<file path="src/rtl/boot_pkg.sv">
// Shared definitions for the boot-time instruction loader: FSM encoding,
// default memory geometry and the stream header width.
package boot_pkg;

   localparam int DEPTH_DEF  = 256;
   localparam int ADDR_W_DEF = 8;
   localparam int HDR_W      = 16;

   typedef enum logic [2:0] {
      LEN_HI = 3'd0,
      LEN_LO = 3'd1,
      DATA   = 3'd2,
      CSUM   = 3'd3,
      DONE   = 3'd4,
      ERROR  = 3'd5
   } state_t;

endpackage

</file>
<file path="src/rtl/boot_loader_word_assembler.sv">
// Packs four stream bytes, MSB first, into a 32-bit word and pulses
// word_valid for one cycle after the fourth byte is taken.
module word_assembler (
   input  logic        clk,
   input  logic        reset,
   input  logic        byte_en,
   input  logic [7:0]  byte_data,
   output logic [31:0] word,
   output logic        word_valid,
   output logic        last_byte
);

   logic [1:0]  idx;
   logic [23:0] shreg;

   // Lets the FSM act on the word-closing byte in the same cycle it is accepted.
   assign last_byte = (idx == 2'd3);

   always_ff @(posedge clk) begin
      if (reset) begin
         idx        <= '0;
         shreg      <= '0;
         word       <= '0;
         word_valid <= 1'b0;
      end else begin
         word_valid <= 1'b0;
         if (byte_en) begin
            idx   <= idx + 2'd1;
            shreg <= {shreg[15:0], byte_data};
            if (last_byte) begin
               word       <= {shreg, byte_data};
               word_valid <= 1'b1;
            end
         end
      end
   end

endmodule

</file>
<file path="src/rtl/boot_loader.sv">
// Loads a length-prefixed, XOR-checksummed byte stream into instruction
// memory and holds the core in reset until the image is verified.
module boot_loader
   import boot_pkg::*;
#(
   parameter int DEPTH  = DEPTH_DEF,
   parameter int ADDR_W = ADDR_W_DEF
) (
   input  logic              clk,
   input  logic              reset,
   input  logic              in_valid,
   input  logic [7:0]        in_data,
   output logic              in_ready,
   output logic              imem_we,
   output logic [ADDR_W-1:0] imem_addr,
   output logic [31:0]       imem_wdata,
   output logic              cpu_reset,
   output logic              done,
   output logic              error
);

   localparam logic [HDR_W-1:0] DEPTH_N = HDR_W'(DEPTH);

   state_t             state;
   logic [HDR_W-1:0]   len;
   logic [ADDR_W:0]    word_cnt;
   logic [ADDR_W:0]    cnt_nxt;
   logic [7:0]         csum;
   logic [HDR_W-1:0]   len_full;
   logic               accept;
   logic               byte_en;
   logic               last_byte;

   assign in_ready = (state == LEN_HI) || (state == LEN_LO) ||
                     (state == DATA)   || (state == CSUM);
   assign accept   = in_valid && in_ready;
   assign byte_en  = accept && (state == DATA);
   assign len_full = {len[HDR_W-1:8], in_data};
   assign cnt_nxt  = word_cnt + 1'b1;

   word_assembler u_asm (
      .clk        (clk),
      .reset      (reset),
      .byte_en    (byte_en),
      .byte_data  (in_data),
      .word       (imem_wdata),
      .word_valid (imem_we),
      .last_byte  (last_byte)
   );

   always_ff @(posedge clk) begin
      if (reset) begin
         state     <= LEN_HI;
         len       <= '0;
         word_cnt  <= '0;
         csum      <= '0;
         imem_addr <= '0;
         cpu_reset <= 1'b1;
         done      <= 1'b0;
         error     <= 1'b0;
      end else if (accept) begin
         case (state)
            LEN_HI: begin
               len[HDR_W-1:8] <= in_data;
               state          <= LEN_LO;
            end
            LEN_LO: begin
               len <= len_full;
               if (len_full > DEPTH_N) begin
                  state <= ERROR;
                  error <= 1'b1;
               end else if (len_full == '0) begin
                  state <= CSUM;
               end else begin
                  state <= DATA;
               end
            end
            DATA: begin
               csum <= csum ^ in_data;
               // Address is latched alongside the assembler's word register so both land together.
               if (last_byte) begin
                  imem_addr <= word_cnt[ADDR_W-1:0];
                  word_cnt  <= cnt_nxt;
                  if (HDR_W'(cnt_nxt) == len) state <= CSUM;
               end
            end
            CSUM: begin
               if (in_data == csum) begin
                  state     <= DONE;
                  done      <= 1'b1;
                  cpu_reset <= 1'b0;
               end else begin
                  state <= ERROR;
                  error <= 1'b1;
               end
            end
            default: ;
         endcase
      end
   end

endmodule

</file>
<file path="config.mk">
export PLATFORM = sky130hd
export DESIGN_NAME = boot_loader
export DESIGN_NICKNAME = d
export VERILOG_FILES = /design/src/rtl/boot_pkg.sv /design/src/rtl/boot_loader_word_assembler.sv /design/src/rtl/boot_loader.sv
export SDC_FILE = /design/constraint.sdc
export NUM_CORES = 1
export LEC_CHECK = 0
export ABC_AREA = 1
export ABC_CLOCK_PERIOD_IN_PS = 3300
export BUFFER_PORTS_ARGS = -buffer_cell sky130_fd_sc_hd__buf_4
export CORE_MARGIN = 2
export CORE_UTILIZATION = 40
export DETAILED_ROUTE_END_ITERATION = 10
export GPL_TIMING_DRIVEN = 0
export PLACE_DENSITY = 0.64
export SLEW_MARGIN = 20
export SYNTH_ARGS = -nofsm -noshare
export SYNTH_HDL_FRONTEND = slang
export SYNTH_SLANG_ARGS = --single-unit
</file>
<file path="constraint.sdc">
create_clock -name clk -period 3.3 [get_ports clk]
set_input_delay 0.165 -clock clk [delete_from_list [all_inputs] [get_ports clk]]
set_output_delay 0.165 -clock clk [all_outputs]
set_load 0.05 [all_outputs]
</file>
Word level (Yosys, flattened, before mapping):

Cells that the tools add are included.

* divide/modulo/power cells: 0
* equality and inequality tests: 10
* shift operators: 0
* bitwise logic cells: 2
* reduce and logical (&&, ||, !) cells: 18
* add/subtract/negate cells: 2
* multiplexer cells: 10
* multiply operators: 0
* $lt $le $gt $ge: 1

Operators with widths (count)
* $eq A9 B16 Y1: 1
* $gt A16 B9 Y1 const B: 1
* $logic_not A16 Y1: 1
* $pmux W3 S4: 1
* $add A9 B1 Y9 const B: 1
* $mux W3: 3
* $eq A8 B8 Y1: 1
* $reduce_and A2 Y1: 4
* $reduce_and A4 Y1: 2
* $xor A8 B8 Y8: 1
* $eq A3 B2 Y1 const B: 2
* $reduce_and A3 Y1: 2
* $mux W1: 5
* $ne A2 B1 Y1 const B: 2
* $ne A2 B2 Y1 const B: 2
* $reduce_bool A4 Y1: 1
* $eq A3 B1 Y1 const B: 1
* $logic_not A3 Y1: 1
* $logic_or A1 B1 Y1: 3
* $add A2 B1 Y2 const B: 1
* $eq A2 B2 Y1 const B: 1
* $logic_and A1 B1 Y1: 2
* $pmux W1 S2: 1
* $reduce_bool A2 Y1: 1
* 2 further kinds: 2

* memory bits (read-only): 0
* register bits after elaboration: 106
* output and inout bits: 45
* latch bits: 0
* RAM bits: 0
* memories kept: 0

Depth between registers and ports, before layout:

Gate-level depths: netlist of run 1.

* word-level depth: 8
* mapped depth: 14

Modules after synthesis:

A second synthesis of run 1 with hierarchy kept.

* cells, all modules: 596
* area, all modules: 4347.9 µm²

By module, submodules not included
* boot_loader: seq. area each 940.9 µm², area each 2228.4 µm², cells an instance 318, instances 1
* word_assembler: seq. area each 1181.1 µm², area each 2119.5 µm², cells an instance 278, instances 1

Least setup slack after synthesis of run 1:

No wires, ideal clock.

* path kind: flip-flop to flip-flop
* start: reg state[2]
* end: reg word_cnt[5]
* setup time: 0.116 ns
* data required time: 3.184 ns
* period minus slack after synthesis: 1.613 ns
* setup slack: 1.687 ns
* arrival time: 1.496 ns
* stages on the path, launching flop included: 10
* path through: dfxtp_1 > inv_1 > nand2_1 > nor2_4 > nand2_4 > inv_2 > buf_4 > nand3_1 > o211ai_1 > inv_1

* word-level cells in the longest chain between the ends: 6
* elaborated cells on any way between the ends: 9
* classes of those cells: 3 x eq/ne; 6 x reduce/logical

RTL lines
* from (decl): RTL line boot_loader.sv:24 `state_t state;`
* from (signal assigned): RTL line boot_loader.sv:53 `state <= LEN_HI;`
* from (signal assigned): RTL line boot_loader.sv:65 `state <= LEN_LO;`
* from (signal assigned): RTL line boot_loader.sv:70 `state <= ERROR;`
* $eq A3 B1 Y1 or $logic_not A3 Y1 (tied branches): RTL line boot_loader.sv:34 `assign in_ready = (state == LEN_HI) || (state == LEN_LO) ||`
* $logic_or A1 B1 Y1 (2 in a row): RTL line boot_loader.sv:34
* $logic_or A1 B1 Y1 *: RTL line boot_loader.sv:35 `(state == DATA) || (state == CSUM);`
* net in_ready: RTL line boot_loader.sv:13 `output logic in_ready,`
* $logic_and A1 B1 Y1 *: RTL line boot_loader.sv:36 `assign accept = in_valid && in_ready;`
* $reduce_and A3 Y1 (no source line) *
* to (signal assigned): RTL line boot_loader.sv:83 `word_cnt <= cnt_nxt;`
* to (decl): RTL line boot_loader.sv:26 `logic [ADDR_W:0] word_cnt;`

The timed path passes the listed nets; every way through them passes the cells marked *.
A chain may end at the register's enable or synchronous reset.

Worst setup path after layout of run 1:

* start: reg word_cnt[1]
* end: reg state[1]

* word-level cells in the longest chain between the ends: 4

RTL lines
* $add A9 B1 Y9: RTL line boot_loader.sv:39 `assign cnt_nxt = word_cnt + 1'b1;`
* $eq A9 B16 Y1: RTL line boot_loader.sv:84 `if (HDR_W'(cnt_nxt) == len) state <= CSUM;`
* $ne A2 B1 Y1 (no source line)
* $reduce_and A4 Y1 (no source line)
* to (signal assigned): RTL line boot_loader.sv:84
* to (signal assigned): RTL line boot_loader.sv:89 `state <= DONE;`
* to (signal assigned): RTL line boot_loader.sv:93 `state <= ERROR;`

No other way between the ends.

==> results of run 1 <==
[final timing paths]
| path | from | slack [ns] | end | depth (start not counted) |
|---|---|---|---|---|
| setup / recovery | word_cnt[1] | 1.47 | state[1] | 14 |
| hold / removal | in_data[1] | 0.12 | len[9] | 3 |
| setup reg to reg | word_cnt[1] | 1.47 | state[1] | 14 |
| hold reg to reg | cpu_reset | 0.45 | cpu_reset | 2 |
[cells in the mapped netlist, drive strengths merged]
master	n	area (sq um)
nand4	5	31.3
nor2	78	342
and2	1	8.76
nor3	2	10.0
a211oi	4	30.0
a21oi	62	310
inv	52	195
dfxtp	106	2120
nand3b	3	22.5
xor2	3	26.3
xnor2	5	43.8
nand2	67	277
ha	2	25.0
and3	1	6.26
buf	16	88.8
nand3	31	165
clkbuf	13	48.8
o21ai	90	450
o21a	1	7.51
nor4	1	6.26
o211ai	1	7.51
[power groups by stage]
| stage | clock [mW] | sequential [mW] | combinational [mW] |
|---|---|---|---|
| 4_1_cts | 0.782 | 1.39 | 0.304 |
| 2_1_floorplan | 0 | 1.42 | 0.217 |
| 5_1_grt | 0.834 | 1.40 | 0.345 |
| 6_report | 0.769 | 1.39 | 0.306 |
| 3_5_place_dp | 0 | 1.42 | 0.302 |
| 3_3_place_gp | 0 | 1.42 | 0.297 |
[tightest hold or removal path, stage by stage]
cell and delay, ns:
buf_4 0.10, o21ai_0 0.07, a21oi_1 0.11
[cells by family (layout without fill, tap and decap cells)]
kind of cell,after synthesis,after routing,share of synthesized area
XOR/XNOR,8,8,0.0166
AO/OA/AOI/OAI,158,158,0.191
flip-flops,106,106,0.502
buffers and inverters,81,152,0.0788
AND/OR/NAND/NOR,189,189,0.206
adder cells (fa/ha/maj),2,2,0.00592
[flip-flops by register name, summed over array words and instances (netlist names)]
name / cells
cpu_reset: 1
csum: 8
done: 1
error: 1
imem_addr: 8
len: 16
state: 3
u_asm.idx: 2
u_asm.shreg: 24
u_asm.word: 32
u_asm.word_valid: 1
word_cnt: 9
[per-layer routing]
layer,routed length [microns],track usage
met3,465,0.0261
met2,4660,0.298
met1,5360,0.284
met5,0,0
met4,139,0.0751
[cell type report]
cell class / instances / area share
multi-input combinational: 357 / 0.354
sequential: 106 / 0.425
buffer: 29 / 0.0276
inverter: 52 / 0.0391
clock inverter: 6 / 0.00977
tap: 136 / 0.0341
clock buffer: 10 / 0.0276
timing repair buffer: 55 / 0.0827
[stage by stage]
step,util,instance area (sq um)
final,0.486,4990
after floorplan,-,4220
after global routing,0.486,4990
after global placement,0.468,4810
after CTS,0.486,4990
after detailed placement,0.468,4810
==> out/metrics.cfg, run 1 <==
[clock_tree]
hold_buffers = 0
numCtsBuffers = 9
htree_num_levels = 3
cts_resized = 0
clk_path_buf_depth = 2
cts_setup_buffers = 0
cts_sinks = 106
cts_tree = done
insertion_delay_ns = 0.37
clk_pin_slew_ns = 0.10
root_buffer = clkbuf_8

[placed_design]
gp_congestion = 0.836
port-buffer-count = 55
dp_hpwl_microns = 7870
dp.cells = 735
dp_slack_ns = 1.50

[layout]
nets = 623
final_cell_mix = dfxtp_1 (106), o21ai_0 (78), nor2_1 (70)
syn_to_final_growth_pct = 18.2
antenna_cells = 0
final_cells = 751
fillers = 1054
drive_above_1_share = 0.174
multi_input_area_sq_um = 1770
final_common_cell = dfxtp_1
seq_area_sq_um = 2120

[floorplan]
initial_core_util = 0.411
pin_count = 56
dieWidth_microns = 107
die_h_microns = 107
rows = 37
die_area_sq_um = 11400
coreArea_sq_um = 10300

[sta]
rsz0062_at_grt = false
whs_ns = 0.118
hold_viol = 0
min_period_over_period = 0.553
finalSetupViolations = 0
final_max_slew_viol_count = 0
clock.fmax_mhz = 548
fin_ws_ns = 1.47
period_needed_ns = 1.83
setup_tns_ns = 0
tightest_slew_ns = 0.782
skew_ns = 0.00359
worst_slew_margin_rel = 0.479

[drt]
drc = 0
wl_per_cell_microns = 14.1
drt-total-wl_microns = 10600
firstDrtPassIters = 4
vias = 3782
postRouteAntennaNets = 0
via_per_inst = 5.04
drt_iter0_drc = 208

[min_path]
worstHoldPathType = primary input to flip-flop

[pwr]
p_total_mw = 2.47
power_leakage_nw = 2.22
swShare = 0.288
seqPwrFrac = 0.565
pwr_density_cell_nw_per_um2 = 495
p_int_mw = 1.76
power_switching_mw = 0.712
p_comb_frac = 0.124
clockPowerShare = 0.311
ir_worst_vdd_v = 0.000238

[worst_setup_path]
start_kind = flip-flop
slowest_delay_ns = 0.44
critPathMostFrequentCell = nand2_1
cp.arrival_ns = 2.10
path_cells = ha_1 > nand3_2 > nor2_4 > nand2_2 > nand2_1 > nand2_1 > nand2_1 > nand2_1 > nor2_2 > nand3_2 > nand2_2 > nand3_1 > nand2_1 > nor2_1
required_ns = 3.57
crit_buf_inv = 0
cp-end-kind = flip-flop
slowest_stage = dfxtp_1
cp_top_family = simple AND/OR/NAND/NOR gates
path_max_fanout = 5
critPathKind = flip-flop to flip-flop

[synth]
synth_area_sq_um = 4220
seq_area_frac_synth = 0.502
ys.warnings.count = 0
ys_types = 31
syn_nets = 557
syn_area_per_cell_sq_um = 7.76
ys_seq_elements = 106
netlist_instances = 544

[outcome]
status = complete, no violations

[run]
drv_cap = 0

[global_routing]
grt_use_total = 0.196
grt_max_degree = 19
grt_pass1_wl_microns = 17600
grt_pass1_vias = 3563
antenna_found_initial = 0
grt_remaining_overflow = 0

No activity file was read; power rests on OpenSTA's default activity.
==> run 2: changes to the inputs <==
--- a/config.mk
+++ b/config.mk
@@ -6,7 +6,7 @@
 export NUM_CORES = 1
 export LEC_CHECK = 0
 export ABC_AREA = 1
-export ABC_CLOCK_PERIOD_IN_PS = 3300
+export ABC_CLOCK_PERIOD_IN_PS = 1900
 export BUFFER_PORTS_ARGS = -buffer_cell sky130_fd_sc_hd__buf_4
 export CORE_MARGIN = 2
 export CORE_UTILIZATION = 40
==> constraint.sdc (replaced) <==
create_clock -name clk -period 1.9 [get_ports clk]
set_input_delay 0.095 -clock clk [delete_from_list [all_inputs] [get_ports clk]]
set_output_delay 0.095 -clock clk [all_outputs]
set_load 0.05 [all_outputs]
==> out/metrics.cfg, run 2 (synthesis results as in run 1) <==
[clock_tree]
root_buffer = clkbuf_8
htree_num_levels = 3
clk_pin_slew_ns = 0.10
clk_path_buf_depth = 2
insertion_delay_ns = 0.37
cts_setup_buffers = 0
cts_sinks = 106
cts_tree = done
numCtsBuffers = 9

[sta]
tightest_slew_ns = 0.801
period_needed_ns = 1.78
skew_ns = 0.00640
final_max_slew_viol_count = 0
finalSetupViolations = 0
clock.fmax_mhz = 562
worst_slew_margin_rel = 0.466
hold_viol = 0
min_period_over_period = 0.936

[global_routing]
grtUsageMet2 = 0.298
top_usage_layer = met2
use_met1 = 0.284
antenna_found_initial = 0
grt_pass1_vias = 3563
globalRouteMet3Util = 0.0261
grt_remaining_overflow = 0
grt_use_total = 0.196
grt_pass1_wl_microns = 17600
grt_max_degree = 19

[drt]
firstDrtPassIters = 5
via_per_inst = 5.02
vias = 3767
wl_per_cell_microns = 14.2
drt-total-wl_microns = 10600
postRouteAntennaNets = 0
drc = 0
drt_iter0_drc = 186

[worst_setup_path]
required_ns = 2.17
r2r-start = word_cnt[0]
path_max_fanout = 5
cp-end-kind = flip-flop
cp.arrival_ns = 2.05
reg2reg_depth = 14
start_kind = flip-flop
r2r-end = state[1]
critPathKind = flip-flop to flip-flop
crit_start = word_cnt[0]
r2r_setup_slack_ns = 0.12

[floorplan]
die_area_sq_um = 11400
pin_count = 56
dieWidth_microns = 107
coreArea_sq_um = 10300
initial_core_util = 0.411
rows = 37
die_h_microns = 107

[outcome]
status = complete, no violations

[layout]
regMostFlops = u_asm.word
antenna_cells = 0
largest_registers = u_asm.word x32, u_asm.shreg x24, len x16
drive_above_1_share = 0.179
multi_input_area_sq_um = 1770
final_cell_mix = dfxtp_1 (105), o21ai_0 (78), nor2_1 (70)
final_common_cell = dfxtp_1
fillers = 1054
nets = 622
largest_reg_flops = 32
seq_area_sq_um = 2120
final_core_utilization = 0.486
final_cells = 750
syn_to_final_growth_pct = 18.2

[pwr]
p_total_mw = 4.29
ir_worst_vdd_v = 0.000414
power_leakage_nw = 2.22
pwr_density_cell_nw_per_um2 = 858

[placed_design]
dp.cells = 735
gp_congestion = 0.836
port-buffer-count = 55
dp_hpwl_microns = 7870

[run]
drv_cap = 0

[min_path]
min_from = in_data[4]
worstHoldPathType = primary input to flip-flop
whs_endpoint = csum[4]
whs_path_depth = 3

## run 2: cell types whose count changed in the layout (fill, tap and decap cells not counted)
cell,change
ha_2,+1
dfxtp_1,-1
clkbuf_1,-2
clkbuf_2,+1
dfxtp_2,+1
ha_1,-1
## run 2: worst max-delay path by stage
stage / end / cells past startpoint
final: state[1] / 14
after CTS: state[1] / 14
after global routing: state[1] / 12
after global placement: state[0] / 14
after floorplan: word_cnt[5] / 9
after detailed placement: state[1] / 14
## run 2: critical path, stage by stage, from the launching register on
cell	delay (ns)
dfxtp_1	0.43
ha_2	0.26
nand3_2	0.13
nor2_4	0.15
nand2_2	0.06
nand2_1	0.08
nand2_1	0.05
nand2_1	0.05
nand2_1	0.06
nor2_2	0.09
nand3_2	0.07
nand2_2	0.09
nand3_1	0.07
nand2_1	0.07
nor2_1	0.04
## run 2: report_power, final
part           total (mW)  internal (mW)  leakage [nW]  switching, mW
combinational       0.531          0.176          1.26          0.356
clock                1.33          0.530        0.0976          0.804
sequential           2.42           2.35         0.859         0.0755
## run 2: cell type report
class	instances	area share
Sequential cell	106	0.425
Multi-Input combinational cell	357	0.355
Timing Repair Buffer	55	0.0827
Inverter	52	0.0391
Tap cell	136	0.0341
Clock buffer	10	0.0276
Buffer	28	0.0271
Clock inverter	6	0.00977
## run 2: metrics by stage
step / worst slack [ns] / hold WS (ns) / TNS [ns] / instance area [sq um]
2_1_floorplan: 0.287 / 0.278 / 0 / 4220
3_3_place_gp: 0.116 / 0.413 / 0 / 4810
3_5_place_dp: 0.0999 / 0.421 / 0 / 4810
4_1_cts: 0.0884 / 0.0313 / 0 / 4990
5_1_grt: -0.00631 / 0.0551 / -0.00669 / 4990
6_report: 0.121 / 0.0498 / 0 / 4990
## run 2: per-layer routing
metal,vias up,part of all wire
met5,-,0
met4,0,0.017
met3,16,0.041
met2,86,0.43
met1,1749,0.51
li1,1916,-
## run 2: repair_timing
item,4_1_cts,5_1_grt
endpoints found under the hold margin,0,0
gates resized for setup,0,4
endpoints found under the setup margin,0,12
hold buffers,0,0
